$ cat src/rtl/usr_pkg.sv
// usr_pkg: shared types and constants for the USR serial link receiver.
//   state_t        : receiver FSM states (ST_IDLE, ST_SHIFT)
//   DIR_LSB_FIRST  : frame arrives LSB first (USR shift-right source)
//   DIR_MSB_FIRST  : frame arrives MSB first (USR shift-left source)
package usr_pkg;
   typedef enum logic {ST_IDLE = 1'b0, ST_SHIFT = 1'b1} state_t;
   localparam logic DIR_LSB_FIRST = 1'b0;
   localparam logic DIR_MSB_FIRST = 1'b1;
endpackage

$ cat src/rtl/deser_shift_reg.sv
// deser_shift_reg: WIDTH-bit deserializing shift register.
//   clk, reset : rising-edge clock, synchronous active-low reset
//   clr        : zero the register (new frame)
//   en         : shift sin in this cycle
//   dir        : DIR_LSB_FIRST shifts in at the top, DIR_MSB_FIRST at the bottom
//   sin        : serial bit
//   sh_next    : register value after this cycle's shift, so the parent can
//                capture the completed word on the same edge as the last bit
module deser_shift_reg
   import usr_pkg::*;
#(
   parameter int WIDTH = 4
) (
   input  logic             clk,
   input  logic             reset,
   input  logic             clr,
   input  logic             en,
   input  logic             dir,
   input  logic             sin,
   output logic [WIDTH-1:0] sh_next
);
   logic [WIDTH-1:0] sh;

   always_comb begin
      sh_next = sh;
      if (en) begin
         if (dir == DIR_MSB_FIRST) sh_next = {sh[WIDTH-2:0], sin};
         else                      sh_next = {sin, sh[WIDTH-1:1]};
      end
   end

   always_ff @(posedge clk) begin
      if (!reset)   sh <= '0;
      else if (clr) sh <= '0;
      else          sh <= sh_next;
   end
endmodule

$ cat src/rtl/usr_deser.sv
// usr_deser: serial-to-parallel receiver with a one-entry valid/ready buffer.
//   clk, reset      : rising-edge clock, synchronous active-low reset
//   start, dir      : frame start pulse; dir latched with it
//   sin, sin_valid  : strobed serial data
//   q, q_valid      : received word and its valid flag
//   q_ready         : consumer handshake
//   busy            : frame in progress
//   overrun         : sticky, a completed word was dropped
module usr_deser
   import usr_pkg::*;
#(
   parameter int WIDTH = 4
) (
   input  logic             clk,
   input  logic             reset,
   input  logic             start,
   input  logic             dir,
   input  logic             sin,
   input  logic             sin_valid,
   output logic [WIDTH-1:0] q,
   output logic             q_valid,
   input  logic             q_ready,
   output logic             busy,
   output logic             overrun
);
   localparam int CW = $clog2(WIDTH);
   localparam logic [CW-1:0] LAST = CW'(WIDTH - 1);

   state_t           state, state_nxt;
   logic [CW-1:0]    cnt;
   logic             dir_q;
   logic             shift_en, clr, done;
   logic [WIDTH-1:0] word;

   deser_shift_reg #(.WIDTH(WIDTH)) u_sr (
      .clk     (clk),
      .reset   (reset),
      .clr     (clr),
      .en      (shift_en),
      .dir     (dir_q),
      .sin     (sin),
      .sh_next (word)
   );

   always_ff @(posedge clk) begin
      if (!reset) state <= ST_IDLE;
      else        state <= state_nxt;
   end

   // start wins in either state; sin_valid in the start cycle is dropped.
   always_comb begin
      state_nxt = state;
      shift_en  = 1'b0;
      clr       = 1'b0;
      done      = 1'b0;
      case (state)
         ST_IDLE: begin
            if (start) begin
               state_nxt = ST_SHIFT;
               clr       = 1'b1;
            end
         end
         ST_SHIFT: begin
            if (start) begin
               clr = 1'b1;
            end else if (sin_valid) begin
               shift_en = 1'b1;
               if (cnt == LAST) begin
                  done      = 1'b1;
                  state_nxt = ST_IDLE;
               end
            end
         end
         default: state_nxt = ST_IDLE;
      endcase
   end

   always_ff @(posedge clk) begin
      if (!reset) begin
         cnt   <= '0;
         dir_q <= DIR_LSB_FIRST;
      end else if (clr) begin
         cnt   <= '0;
         dir_q <= dir;
      end else if (shift_en) begin
         cnt <= done ? '0 : cnt + CW'(1);
      end
   end

   // Output buffer: a completed word is stored if the slot is empty or is
   // being drained this cycle; otherwise it is lost and overrun latches.
   always_ff @(posedge clk) begin
      if (!reset) begin
         q       <= '0;
         q_valid <= 1'b0;
         overrun <= 1'b0;
      end else if (done) begin
         if (!q_valid || q_ready) begin
            q       <= word;
            q_valid <= 1'b1;
         end else begin
            overrun <= 1'b1;
         end
      end else if (q_valid && q_ready) begin
         q_valid <= 1'b0;
      end
   end

   assign busy = (state == ST_SHIFT);
endmodule

$ cat config.mk
export PLATFORM = sky130hd
export DESIGN_NAME = usr_deser
export DESIGN_NICKNAME = d
export VERILOG_FILES = /design/src/rtl/usr_pkg.sv /design/src/rtl/deser_shift_reg.sv /design/src/rtl/usr_deser.sv
export SDC_FILE = /design/constraint.sdc
export NUM_CORES = 1
export LEC_CHECK = 0
export CORE_MARGIN = 1.5
export CORE_UTILIZATION = 45
export DETAILED_ROUTE_END_ITERATION = 7
export HOLD_SLACK_MARGIN = 0.08
export PLACE_DENSITY = 0.73
export SETUP_SLACK_MARGIN = 0.02
export SYNTH_ARGS = -nofsm -noshare
export SYNTH_HDL_FRONTEND = slang
export SYNTH_SLANG_ARGS = --single-unit
$ cat constraint.sdc
create_clock -name clk -period 1.5 [get_ports clk]
set_input_delay 0.3 -clock clk [delete_from_list [all_inputs] [get_ports clk]]
set_output_delay 0.3 -clock clk [all_outputs]
set_load 0.02 [all_outputs]
Word level (Yosys, flattened, before mapping) --
Cells that the tools add are included.
Word-level totals: register bits after elaboration 14, input port bits 7, output and inout port bits 7, word-level logic and storage cells 39
Operators by class: $add $sub $neg 1, bitwise operators 3, equality and inequality tests 2, reductions and logical operators 8, muxes and demuxes 18
Operators by type and width (count):
- two-way mux 1 bit | 14
- two-way mux 4 bit | 2
- AND reduction 2 bit | 3
- inverter 1 bit | 3
- adder 2 x 1 -> 2 bit (second input constant) | 1
- equality test 2 bit (second input constant) | 1
- two-way mux 2 bit | 1
- inequality test 2 x 1 -> 1 bit (second input constant) | 1
- case mux 1 bit (2 select lines) | 1
- nonzero test 2 bit | 1
- OR reduction 2 bit | 1
- logical AND 1 bit | 1
- logical NOT 1 bit | 1
- logical OR 1 bit | 1

Longest topological paths before layout --
Gate-level depths: netlist of the first run.
depth in word-level cells 7, mapped depth 5, gate-level depth less buffers 4

Modules after synthesis --
From an unflattened synthesis of the first run, not the netlist that was laid out.
Unflattened totals: cells, all modules 67, area total of the unflattened synthesis 634.4 sq um
Modules (own cells, without submodules):
- usr_deser | sequential area each 200.2 sq um, area an instance 432.9 sq um, cells each 44, times used 1
- deser_shift_reg | sequential area each 80.1 sq um, area an instance 201.4 sq um, cells each 23, times used 1

Least setup slack after synthesis of the first run --
Ideal clock, no wire load.
kind register -> register, start point reg cnt[0], end point reg q[0], cell stages (with the launch flop) 6, setup time 0.091 ns, path slack 0.300 ns, required time 1.409 ns, period minus slack after synthesis 1.200 ns, data arrival time 1.109 ns, path buffers 1, cells stage by stage dfxtp_1 ha_1 and4b_1 buf_6 a21oi_1 a311oi_1
On the way: word-level cells in the longest chain between the ends 6
RTL lines:
- from (decl) | RTL line usr_deser.sv:30 | logic [CW-1:0] cnt;
- from (signal assigned) | RTL line usr_deser.sv:86 | cnt <= done ? '0 : cnt + CW'(1);
- equality test 2 bit | RTL line usr_deser.sv:68 | if (cnt == LAST) begin
- two-way mux 1 bit | RTL line usr_deser.sv:68
- two-way mux 1 bit | RTL line usr_deser.sv:66 | end else if (sin_valid) begin
- two-way mux 1 bit | RTL line usr_deser.sv:64 | if (start) begin
- two-way mux 1 bit | RTL line usr_deser.sv:56 | case (state)
- AND reduction 2 bit (no source line)
- to (signal assigned) | RTL line usr_deser.sv:99 | q <= word;
- to (decl) | RTL line usr_deser.sv:20 | output logic [WIDTH-1:0] q,
No other way between the ends. A chain may end at the register's enable or synchronous reset.

Final worst setup path of the first run --
start point reg cnt[0], end point reg q[2]
The elaborated chain is that of the path after synthesis.

==> results_dict.tcl, run 1 <==
set metrics [dict create \
    yosysMostFrequentCell "sky130_fd_sc_hd__dfxtp_1" \
    h-tree-depth 1 \
    timing.final.setup_violations 0 \
    ys_dominant_reg_cell "sky130_fd_sc_hd__dfxtp_1" \
    layout-drive-gt1-share 0.133 \
    final_core_utilization 0.650 \
    clk-insertion-delay-late_ps 280 \
    synth.cell_area_sq_um 588 \
    synth.top_cell.area_share 0.477 \
    timing.critical_path.to_type "flip-flop" \
    worstPathMaxFanout 7 \
    rsz0062_at_grt "no" \
    yosys_warnings 0 \
    synth-edff-count 0 \
    flow.area_growth_from_synthesis_pct 27.9 \
    yosys_register_bits 14 \
    fp.coreArea_sq_um 1160 \
    yosys-mux-area-fraction 0.119 \
    num_cts_buffers 3 \
    firstDrtPassIters 2 \
    crit_required_ps 1690 \
    floorplan.die.height_um 39.2 \
    crit_path_largest_cell_delay_ps 360 \
    design.die.area_sq_um 1530 \
    fin_crit_ps 1320 \
    netlist_top_cells_area "sky130_fd_sc_hd__dfxtp_1 48%, sky130_fd_sc_hd__mux2i_1 12%, sky130_fd_sc_hd__nor2_1 6.4%, sky130_fd_sc_hd__a311oi_1 6.0%, sky130_fd_sc_hd__a21oi_1 5.1%" \
    crit_path_start_kind "flip-flop" \
    dr.first_iter.drc_count 4 \
    max_root_sink_buffers 2 \
    cellPowerDensity_nw_per_um2 864 \
    cap_viol_max_count 0 \
    grt_first_pass_wirelength_mm 1.77 \
    timing_worst_slew_pin_value_ps 244 \
    final_max_slew_viol_count 0 \
    synth_top_family_by_area "compound AO/OA/AOI/OAI gates" \
    synth-compound-area-share 0.174 \
    antenna-diode-count 0 \
    asyncSetResetFlopFracSynth 0 \
    tightest_slew_margin_relative_to_the_limit 0.832 \
    clk_root_buffer_cell "sky130_fd_sc_hd__clkbuf_4" \
    grt_antenna_before_repair 0 \
    slowest_stage "sky130_fd_sc_hd__dfxtp_1" \
    whs_ps 465 \
    largest_net_degree_at_the_start_of_global_routing 11 \
    hpwlAfterDp_um 810 \
    post_cts_buffers 0 \
    worstPathCellList "ha_1, and4b_2, a21oi_1, a311oi_1" \
    synth_area_leader "sky130_fd_sc_hd__dfxtp_1" \
    via_count 475 \
    post_synth_most_frequent_cells "14 x sky130_fd_sc_hd__dfxtp_1, 10 x sky130_fd_sc_hd__nor2_1, 7 x sky130_fd_sc_hd__mux2i_1, 6 x sky130_fd_sc_hd__a21oi_1" \
    start_util 0.509 \
    finalNetCount 85 \
    worst-path-buf-inv 0 \
    cts_tree "done" \
    reg2regPathDepth 4 \
    synth_cell_type_count 18 \
    finClkSkew_ps 1.15 \
    viasPerCell 5.34 \
    wl_per_cell_um 12.0 \
    synthAdderAreaFrac 0.0213 \
    syn_nets 66 \
    globalRouteTotalUtil 0.182 \
    run_status "finished clean" \
    ir_drop_mv 0.518 \
    synth_xor_area_frac 0 \
    synth-simple-area-share 0.140 \
    clkSinkCount 14 \
    place.port_buffers 13 \
    wl_mm 1.07 \
    synth_sequential_area_ratio 0.477 \
    p_total_mw 0.650 \
    critPathArrivalTime_ps 1520 \
    critical_path.top_delay_family "flip-flops" \
    critical_path_class "reg -> reg" \
    row_count 12 \
    synthCells 58 \
    leakage_nw 0.303 \
    remaining_drc_errors 0 \
    synth.avg_cell_area_sq_um 10.1 \
    die_boundary_width_um 39.2 \
    cp.depth 4 \
    hold_viol 0 \
    postCtsHoldBufs 0 \
    antenna_left 0 \
    grt_overflow_total 0 \
    worstHoldPathCells 1 \
    routabilityCongestion 0.743 \
    path_clk_slew_ps 80 \
    fmax_mhz 756 \
    hold_path.class "reg -> reg" \
    pin_count 14 \
    grt_pass1_vias 425 \
    min_period_over_period 0.882 \
]
[repair_timing]
item,4_1_cts,5_1_grt
gates resized for setup,7,1
endpoints found under the setup margin,7,1
pin swaps,0,0
endpoints found under the hold margin,0,0
[path summary, 6_finish.rpt]
check	start	slack, ps	to
hold / removal	overrun$_SDFFE_PN0P_	470	overrun$_SDFFE_PN0P_
setup reg to reg	cnt[0]$_SDFFE_PP0P_	180	q[2]$_SDFFE_PN0P_
setup / recovery	cnt[0]$_SDFFE_PP0P_	180	q[2]$_SDFFE_PN0P_
hold reg to reg	overrun$_SDFFE_PN0P_	470	overrun$_SDFFE_PN0P_
[per-stage QoR]
step	cell area, sq um	std cells	setup TNS (ps)	setup slack [ps]
3_5_place_dp	737	86	-488	-109
3_3_place_gp	737	86	-305	-81.8
6_report	752	89	0	177
5_1_grt	752	89	0	61.6
4_1_cts	751	89	0	141
2_1_floorplan	588	58	0	300
[metal layers]
metal / track usage / vias to the layer above / wire [um]
li1: - / 249 / -
met1: 0.204 / 209 / 545
met2: 0.292 / 12 / 456
met3: 0.0347 / 5 / 31
met4: 0.155 / 0 / 36
met5: 0 / - / 0
[flip-flops by register name (all words and copies together), names as in the netlist]
signal and count:
q 4, u_sr.sh 4, cnt 2, busy 1, dir_q 1, overrun 1
q_valid 1
[power breakdown]
group / switching [mW] / internal, mW / leakage [nW]
clock: 0.117 / 0.0933 / 0.0138
sequential: 0.00662 / 0.377 / 0.113
combinational: 0.0244 / 0.0312 / 0.176
total: 0.148 / 0.502 / 0.303
[layout by cell type, fill, tap and decap left out, drive strengths merged, types with 3 or more instances in the layout]
cell	synthesis	final
a211oi	4	4
a21oi	6	6
dlygate4sd2	0	7
nor2	10	10
buf	2	5
mux2i	7	7
dfxtp	14	14
a311oi	4	4
clkdlybuf4s50	0	6
clkbuf	2	3
[cell families after synthesis]
family          Yosys count
mux                       7
compound gates           15
flops                    14
fa+ha+maj                 1
buf+inv                   5
simple gates             16
[final cells by class]
cell class	count	area (sq um)
Multi-Input combinational cell	39	269
Tap cell	14	17.5
Sequential cell	14	280
Fill cell	108	404
Clock buffer	3	22.5
Inverter	1	3.75
Timing Repair Buffer	18	159
(Power assumes the default switching activity.)
==> inputs of run 2 (changes only) <==
Settings changed: TNS_END_PERCENT set to 20.
==> results of run 2 <==
The final DEF is identical to that of run 1; final timing and power are the same.
